## config.mk

```make
export PLATFORM = sky130hd
export DESIGN_NAME = jtopl_dac_serial
export DESIGN_NICKNAME = d
export VERILOG_FILES = /design/src/rtl/jtopl_dac_pkg.sv /design/src/rtl/jtopl_dac_fmt.sv /design/src/rtl/jtopl_dac_serial.sv
export SDC_FILE = /design/constraint.sdc
export NUM_CORES = 1
export LEC_CHECK = 0
export CAP_MARGIN = 5
export CORE_UTILIZATION = 45
export CTS_BUF_LIST = sky130_fd_sc_hd__clkbuf_8
export DETAILED_ROUTE_END_ITERATION = 7
export HOLD_SLACK_MARGIN = 0.02
export PLACE_DENSITY_LB_ADDON = 0.3
export SYNTH_ARGS = -nofsm -noshare
export SYNTH_HDL_FRONTEND = slang
export SYNTH_SLANG_ARGS = --single-unit
export TNS_END_PERCENT = 20
```

## constraint.sdc

```tcl
create_clock -name clk -period 9.2 [get_ports clk]
set_input_delay 1.84 -clock clk [delete_from_list [all_inputs] [get_ports clk]]
set_output_delay 1.84 -clock clk [all_outputs]
set_load 0.02 [all_outputs]
```

## src/rtl/jtopl_dac_pkg.sv

```systemverilog
`timescale 1ns/1ps
// Shared widths, FSM encoding and the packed DAC word for the serial DAC path.
package jtopl_dac_pkg;
  localparam int MANT_W = 10;
  localparam int EXP_W  = 3;
  localparam int WORD_W = 13;

  localparam logic [0:0] ST_IDLE = 1'b0;
  localparam logic [0:0] ST_RUN  = 1'b1;

  // Bit order matches the serial frame: mantissa bits first, then exponent.
  typedef struct packed {
    logic [EXP_W-1:0]  e;
    logic [MANT_W-1:0] mant;
  } dac_word_t;
endpackage

```

## src/rtl/jtopl_dac_fmt.sv

```systemverilog
`timescale 1ns/1ps
// Combinational 16-bit signed sample to YM3014 float word {exp, offset-binary mantissa}.
module jtopl_dac_fmt
  import jtopl_dac_pkg::*;
(
  input  logic [15:0] snd,
  output dac_word_t   word
);

  logic [2:0]        k;
  logic              same;
  logic [MANT_W-1:0] m;

  always_comb begin
    k    = 3'd0;
    same = 1'b1;
    // Count redundant sign bits below the MSB, capped at six.
    for (int i = 14; i >= 9; i--) begin
      if (same && (snd[i] == snd[15])) k = k + 3'd1;
      else                             same = 1'b0;
    end
    m         = MANT_W'(snd >> (3'd6 - k));
    word.e    = 3'd7 - k;
    word.mant = {~m[MANT_W-1], m[MANT_W-2:0]};
  end

endmodule

```

## src/rtl/jtopl_dac_serial.sv

```systemverilog
`timescale 1ns/1ps
// Serial DAC transmitter: pending sample register, frame FSM and slot counter,
// shifting {pad, mantissa LSB-first, exponent LSB-first} out one bit per cen.
module jtopl_dac_serial
  import jtopl_dac_pkg::*;
#(
  parameter int SLOTS = 16
) (
  input  logic        clk,
  input  logic        rst,
  input  logic        cen,
  input  logic [15:0] snd,
  input  logic        snd_stb,
  output logic        sd,
  output logic        ld,
  output logic        overrun
);

  localparam int             CW   = $clog2(SLOTS);
  localparam int             PAD  = SLOTS - WORD_W;
  localparam logic [CW-1:0]  LAST = CW'(SLOTS - 1);

  dac_word_t     conv, pend, shw, load_w, cur_w;
  logic          fresh;
  logic [0:0]    st;
  logic [CW-1:0] cnt, nxt;
  logic          go, load;

  jtopl_dac_fmt u_fmt (
    .snd  (snd),
    .word (conv)
  );

  function automatic logic slot_bit(input dac_word_t w, input logic [CW-1:0] s);
    logic [3:0] idx;
    if (s < CW'(PAD)) return 1'b0;
    idx = 4'(s - CW'(PAD));
    return w[idx];
  endfunction

  always_comb begin
    go     = (st == ST_RUN) || fresh || snd_stb;
    nxt    = ((st == ST_IDLE) || (cnt == LAST)) ? '0 : cnt + CW'(1);
    load   = cen && go && (nxt == '0);
    // A strobe on the frame-start cycle bypasses the pending register.
    load_w = snd_stb ? conv : (fresh ? pend : shw);
    cur_w  = load ? load_w : shw;
  end

  always_ff @(posedge clk or posedge rst) begin
    if (rst) begin
      st      <= ST_IDLE;
      cnt     <= '0;
      pend    <= '0;
      shw     <= '0;
      fresh   <= 1'b0;
      sd      <= 1'b0;
      ld      <= 1'b0;
      overrun <= 1'b0;
    end else begin
      overrun <= snd_stb & fresh;
      if (snd_stb) pend <= conv;
      if (load)         fresh <= 1'b0;
      else if (snd_stb) fresh <= 1'b1;
      if (cen && go) begin
        st  <= ST_RUN;
        cnt <= nxt;
        if (load) shw <= load_w;
        sd  <= slot_bit(cur_w, nxt);
        ld  <= (nxt == LAST);
      end
    end
  end

endmodule

```

# [Word level (Yosys, flattened, before mapping)]
# Cells that the tools add are included.
[word_totals] regBits=35 latchBits=0 mem_bits_rw=0 romBits=0 input_bits=20 output_inout_bits=3 wordCells=68 mem_count=0
[op_classes] add_sub_neg=9 multipliers=0 n_div=0 order_cmp=2 eq_ne=8 shift=1 muxes=23 n_bitwise=3 reduce_logical=12
[ops] cell="two-way mux 13 bit" n=3
[ops] cell="right shift 16 x 3 -> 10 bit" n=1
[ops] cell="adder 3 x 1 -> 3 bit, second input constant" n=5
[ops] cell="two-way mux 3 bit" n=5
[ops] cell="two-way mux 1 bit" n=13
[ops] cell="equality test 4 bit, second input constant" n=2
[ops] cell="logical AND 1 bit" n=7
[ops] cell="equality test 1 bit" n=6
[ops] cell="subtractor 3 bit, first input constant" n=2
[ops] cell="less-than comparator 4 x 5 -> 1 bit, second input constant" n=1
[ops] cell="adder 4 x 1 -> 4 bit, second input constant" n=1
[ops] cell="binary-select mux 1 bit (select 4 bit)" n=1
[ops] cell="logical NOT 4 bit" n=1
[ops] cell="less-than comparator 4 x 2 -> 1 bit, second input constant" n=1
[ops] cell="two-way mux 4 bit" n=1
[ops] cell="subtractor 4 x 2 -> 4 bit, second input constant" n=1
[ops] cell="logical OR 1 bit" n=3
[ops] cell="inverter 1 bit" n=2
[ops] cell="nonzero test 2 bit" n=1
[ops] cell="AND 1 bit" n=1

# [Logic depth before layout (Yosys ltp)]
[depth] depth_word=20 mapped_depth=22 ltp_nobuf=20

# [Cells and area by module]
# From an unflattened synthesis, not the netlist that was laid out.
[hier_totals] hier_cells=321 area_unflattened_um2=2925.3
[modules_own_cells] module="jtopl_dac_serial" n_inst=1 cells_per_inst=186 area_each_um2=1948.1 seq_area_each_um2=875.8
[modules_own_cells] module="jtopl_dac_fmt" n_inst=1 cells_per_inst=135 area_each_um2=977.2 seq_area_each_um2=0.0

# [Worst setup path before layout]
# No wires, ideal clock.
[synth_path] kind="input-to-reg" startpoint="input snd[13]" endpoint="register sd" setup_ns=0.126 t_arrival_ns=5.813 required_time_ns=9.074 path_slack_ns=3.261 cell_stages=22 path_buffers=2 path_cell_list="clkbuf_1 > inv_1 > nor2_1 > o21ai_0 > ha_1 > o21ai_0 > inv_1 > ha_1 > nand2_1 > o21ai_0 > ha_1 > mux2i_1 > mux2i_1 > ha_1 > xor3_1 > clkbuf_1 > nand2_1 > a21oi_1 > a21o_1 > a211o_1 > a41o_1 > o32a_1"
[synth_via] elab_chain_len=19 elab_cells_between_ends=28
[synth_rtl] element="start, declared" line="jtopl_dac_serial.sv:12" text="input logic [15:0] snd,"
[synth_rtl] element="equality test 1 bit" line="jtopl_dac_fmt.sv:19" text="if (same && (snd[i] == snd[15])) k = k + 3'd1;"
[synth_rtl] element="logical AND 1 bit" line="jtopl_dac_fmt.sv:19"
[synth_rtl] element="two-way mux 3 bit or two-way mux 1 bit (tied branches)" line="jtopl_dac_fmt.sv:19"
[synth_rtl] element="adder 3 x 1 -> 3 bit or logical AND 1 bit (tied branches)" line="jtopl_dac_fmt.sv:19"
[synth_rtl] element="two-way mux 3 bit or two-way mux 1 bit (tied branches)" line="jtopl_dac_fmt.sv:19"
[synth_rtl] element="adder 3 x 1 -> 3 bit or logical AND 1 bit (tied branches)" line="jtopl_dac_fmt.sv:19"
[synth_rtl] element="two-way mux 3 bit or two-way mux 1 bit (tied branches)" line="jtopl_dac_fmt.sv:19"
[synth_rtl] element="adder 3 x 1 -> 3 bit or logical AND 1 bit (tied branches)" line="jtopl_dac_fmt.sv:19"
[synth_rtl] element="[... 3 more ...]"
[synth_rtl] element="subtractor 3 bit" line="jtopl_dac_fmt.sv:22" text="m = MANT_W'(snd >> (3'd6 - k));"
[synth_rtl] element="right shift 16 x 3 -> 10 bit" line="jtopl_dac_fmt.sv:22"
[synth_rtl] element="inverter 1 bit" line="jtopl_dac_fmt.sv:24" text="word.mant = {~m[MANT_W-1], m[MANT_W-2:0]};"
[synth_rtl] element="two-way mux 13 bit (*)" line="jtopl_dac_serial.sv:46" text="load_w = snd_stb ? conv : (fresh ? pend : shw);"
[synth_rtl] element="two-way mux 13 bit (*)"
[synth_rtl] element="binary-select mux 1 bit (select 4 bit) (*)" line="jtopl_dac_serial.sv:38" text="return w[idx];"
[synth_rtl] element="two-way mux 1 bit (implied by the code) (*)" line="jtopl_dac_serial.sv:38"
[synth_rtl] element="two-way mux 1 bit (*)" line="jtopl_dac_serial.sv:37" text="idx = 4'(s - CW'(PAD));"
[synth_rtl] element="end signal, assigned" line="jtopl_dac_serial.sv:69" text="sd <= slot_bit(cur_w, nxt);"
[synth_rtl] element="end, declared" line="jtopl_dac_serial.sv:14" text="output logic sd,"
# Mark *: on every way between the ends. The rest lies on a longest branch, timed or not. The select of a mux whose other input is x is not followed.
# A chain may end at the register's enable or synchronous reset.

# [Final worst setup path]
# Ends and elaborated chain as after synthesis.

==> flow_metrics.py <==
metrics = {
    "run_status": {
        "outcome": "finished, final reports clean",
    },
    "layout": {
        "multiInputGateArea_um2": 1770,
        "final_common_cell": "dfrtp_1",
        "antennaDiodeCount": 0,
        "nNetsFinal": 376,
        "seqCellArea_um2": 876,
        "area_delta_synth_final_pct": 11.9,
        "fillers": 554,
        "layout.cells.non_filler": 424,
        "drive_above_1_share": 0.0917,
        "most-common-layout-cells": "dfrtp_1, nor2_1, nand2_1, a21oi_1, o21ai_0",
    },
    "yosys": {
        "syn_area_per_cell_um2": 8.34,
        "synth.yosys.seq_area_share": 0.311,
        "synth_area_um2": 2820,
        "synth_area_leader_cell": "dfrtp_1",
        "synth_cell_types": 66,
        "async_flop_share": 1.00,
        "synth-edff-count": 0,
        "synth_nets": 365,
        "ys.flop_type": "dfrtp_1",
        "synth.top_cell.area_share": 0.311,
        "synth_cells": 338,
        "synth-seq-cells": 35,
        "ys_warn_count": 0,
        "ys_top_cells_by_area": "dfrtp_1, a21oi_1, o21ai_0",
    },
    "die": {
        "dieArea_um2": 6580,
        "io_pins": 23,
        "die_h_um": 81.1,
        "start_util": 0.470,
        "die_width_um": 81.1,
        "num_rows": 28,
        "core_area_um2": 5990,
    },
    "clock_tree": {
        "cts_setup_buffers": 0,
        "cts_tree": "done",
        "clk_pin_slew_ns": 0.08,
        "cts_hold_buf": 0,
        "cts.repair.resized": 0,
        "root_buffer": "clkbuf_8",
        "h-tree-depth": 2,
        "clk_latency_ns": 0.29,
        "cts_inserted_buffers": 5,
        "clock-sinks": 35,
        "clockBufferDepth": 2,
    },
    "placement": {
        "portBuffers": 22,
        "place.gp.congestion": 0.933,
        "dp_cells": 417,
        "dp_hpwl_mm": 4.75,
    },
    "detailed_routing": {
        "first_pass_iters": 5,
        "vias_per_cell": 6.00,
        "drt_wl_total_mm": 6.61,
        "drtIter0Drc": 162,
        "vias": 2545,
        "wl_per_cell_um": 15.6,
        "drc": 0,
        "antenna_left": 0,
    },
    "grt": {
        "grt_pass1_vias": 2297,
        "grt_util_all_layers": 0.222,
        "antenna_found_initial": 0,
        "grt_max_degree": 36,
        "grt_pass1_wl_mm": 11.2,
        "gr-total-overflow": 0,
    },
    "worst_hold_path": {
        "hp-start": "ld",
        "holdPathStages": 2,
        "worstHoldPathType": "flop to flop",
        "holdPathEnd": "ld",
    },
    "power_and_ir_drop": {
        "power_leakage_nw": 1.31,
        "irDropWorstVdd_uv": 121,
        "p_per_area_nw_per_um2": 238,
        "power_mw": 0.749,
    },
    "setup_path": {
        "cp_data_required_time_ns": 9.43,
        "timing.rr.end": "sd",
        "critPathMaxFanout": 16,
        "end_kind": "flop",
        "path_class": "input pin to flop",
        "reg2reg_slack_ns": 5.44,
        "reg2reg_from": "cnt[0]",
        "start_kind": "input pin",
        "arrival_ns": 6.89,
        "reg2reg_depth": 15,
    },
    "timing": {
        "setup_viol": 0,
        "max_freq_mhz": 150,
        "hold_violations": 0,
        "tightest_slew_ns": 0.818,
        "rsz0062_at_grt": "false",
        "fin_worst_skew_ns": 0.0132,
        "slew_violations": 0,
        "relSlewSlack": 0.455,
        "period_minus_slack_ns": 6.67,
        "period_share": 0.725,
        "hold_ws_ns": 0.487,
        "setup_tns_ns": 0,
    },
    "run": {
        "drv_cap": 0,
    },
}
worst max-delay path by stage:
stage | start | endpoint | slack [ns] | cells after the start
after floorplan | snd[13] | sd | 3.26 | 22
after global placement | snd[12] | sd | 2.43 | 20
after detailed placement | snd[13] | sd | 2.31 | 20
after CTS | snd[13] | sd | 2.58 | 20
after global routing | snd[13] | sd | 2.12 | 20
final | snd[13] | sd | 2.53 | 20
worst max-delay path, stage by stage:
cell             delay, ns
clkdlybuf4s50_1       0.68
inv_1                 0.15
nor2_1                0.14
o21ai_0               0.10
ha_1                  0.30
o21ai_0               0.28
inv_1                 0.08
ha_1                  0.29
nand2_1               0.06
o21ai_0               0.08
ha_1                  0.29
mux2i_1               0.13
mux2i_1               0.13
ha_1                  0.23
xnor3_2               0.61
mux4_2                0.59
a221oi_2              0.30
a31oi_1               0.13
a311oi_1              0.28
o32a_1                0.20
area by class of cell:
| class | count | area share |
|---|---|---|
| Timing Repair Buffer | 25 | 0.0770 |
| Sequential cell | 35 | 0.278 |
| Inverter | 16 | 0.0214 |
| Clock inverter | 2 | 0.0107 |
| Clock buffer | 5 | 0.0218 |
| Multi-Input combinational cell | 266 | 0.561 |
| Tap cell | 75 | 0.0298 |
routing by layer:
metal / GRT usage / vias to the layer above / wire length (um)
met3: 0.0360 / 11 / 259
met5: 0 / - / 0
met4: 0.0786 / 0 / 121
li1: - / 1258 / -
met1: 0.305 / 1213 / 3120
met2: 0.349 / 63 / 3110
cell usage after synthesis (all sizes together), types with 8 or more instances:
master	count
nor2	34
mux2i	12
inv	13
nand3	15
nand2	30
dfrtp	35
mux2	8
clkbuf	14
a21oi	29
nor3	10
o21ai	28
a31oi	9
registers in the layout, summed over array words and instances (netlist names):
register  cells
cnt           4
overrun       1
sd            1
st            1
fresh         1
pend         13
ld            1
shw          13
kinds of logic after synthesis:
family / Yosys count / synth area share
and+or+nand+nor: 118 / 0.215
AOI/OAI and AO/OA: 111 / 0.254
buffers and inverters: 37 / 0.0613
DFF: 35 / 0.311
muxes: 22 / 0.0919
xor gates and xnor gates: 8 / 0.0355
adders and majority gates: 7 / 0.0311
power breakdown:
| part | total, mW | internal (mW) | switching [mW] |
|---|---|---|---|
| combinational | 0.369 | 0.164 | 0.204 |
| sequential | 0.248 | 0.205 | 0.0428 |
| clock | 0.132 | 0.0783 | 0.0540 |
through the flow:
step	util	setup slack [ns]	instance area, um2
4_1_cts	0.526	2.58	3150
2_1_floorplan	-	3.26	2820
5_1_grt	0.526	2.12	3150
3_3_place_gp	0.509	2.43	3050
3_5_place_dp	0.509	2.31	3050
6_report	0.526	2.53	3150
No activity file was read; power rests on OpenSTA's default activity.
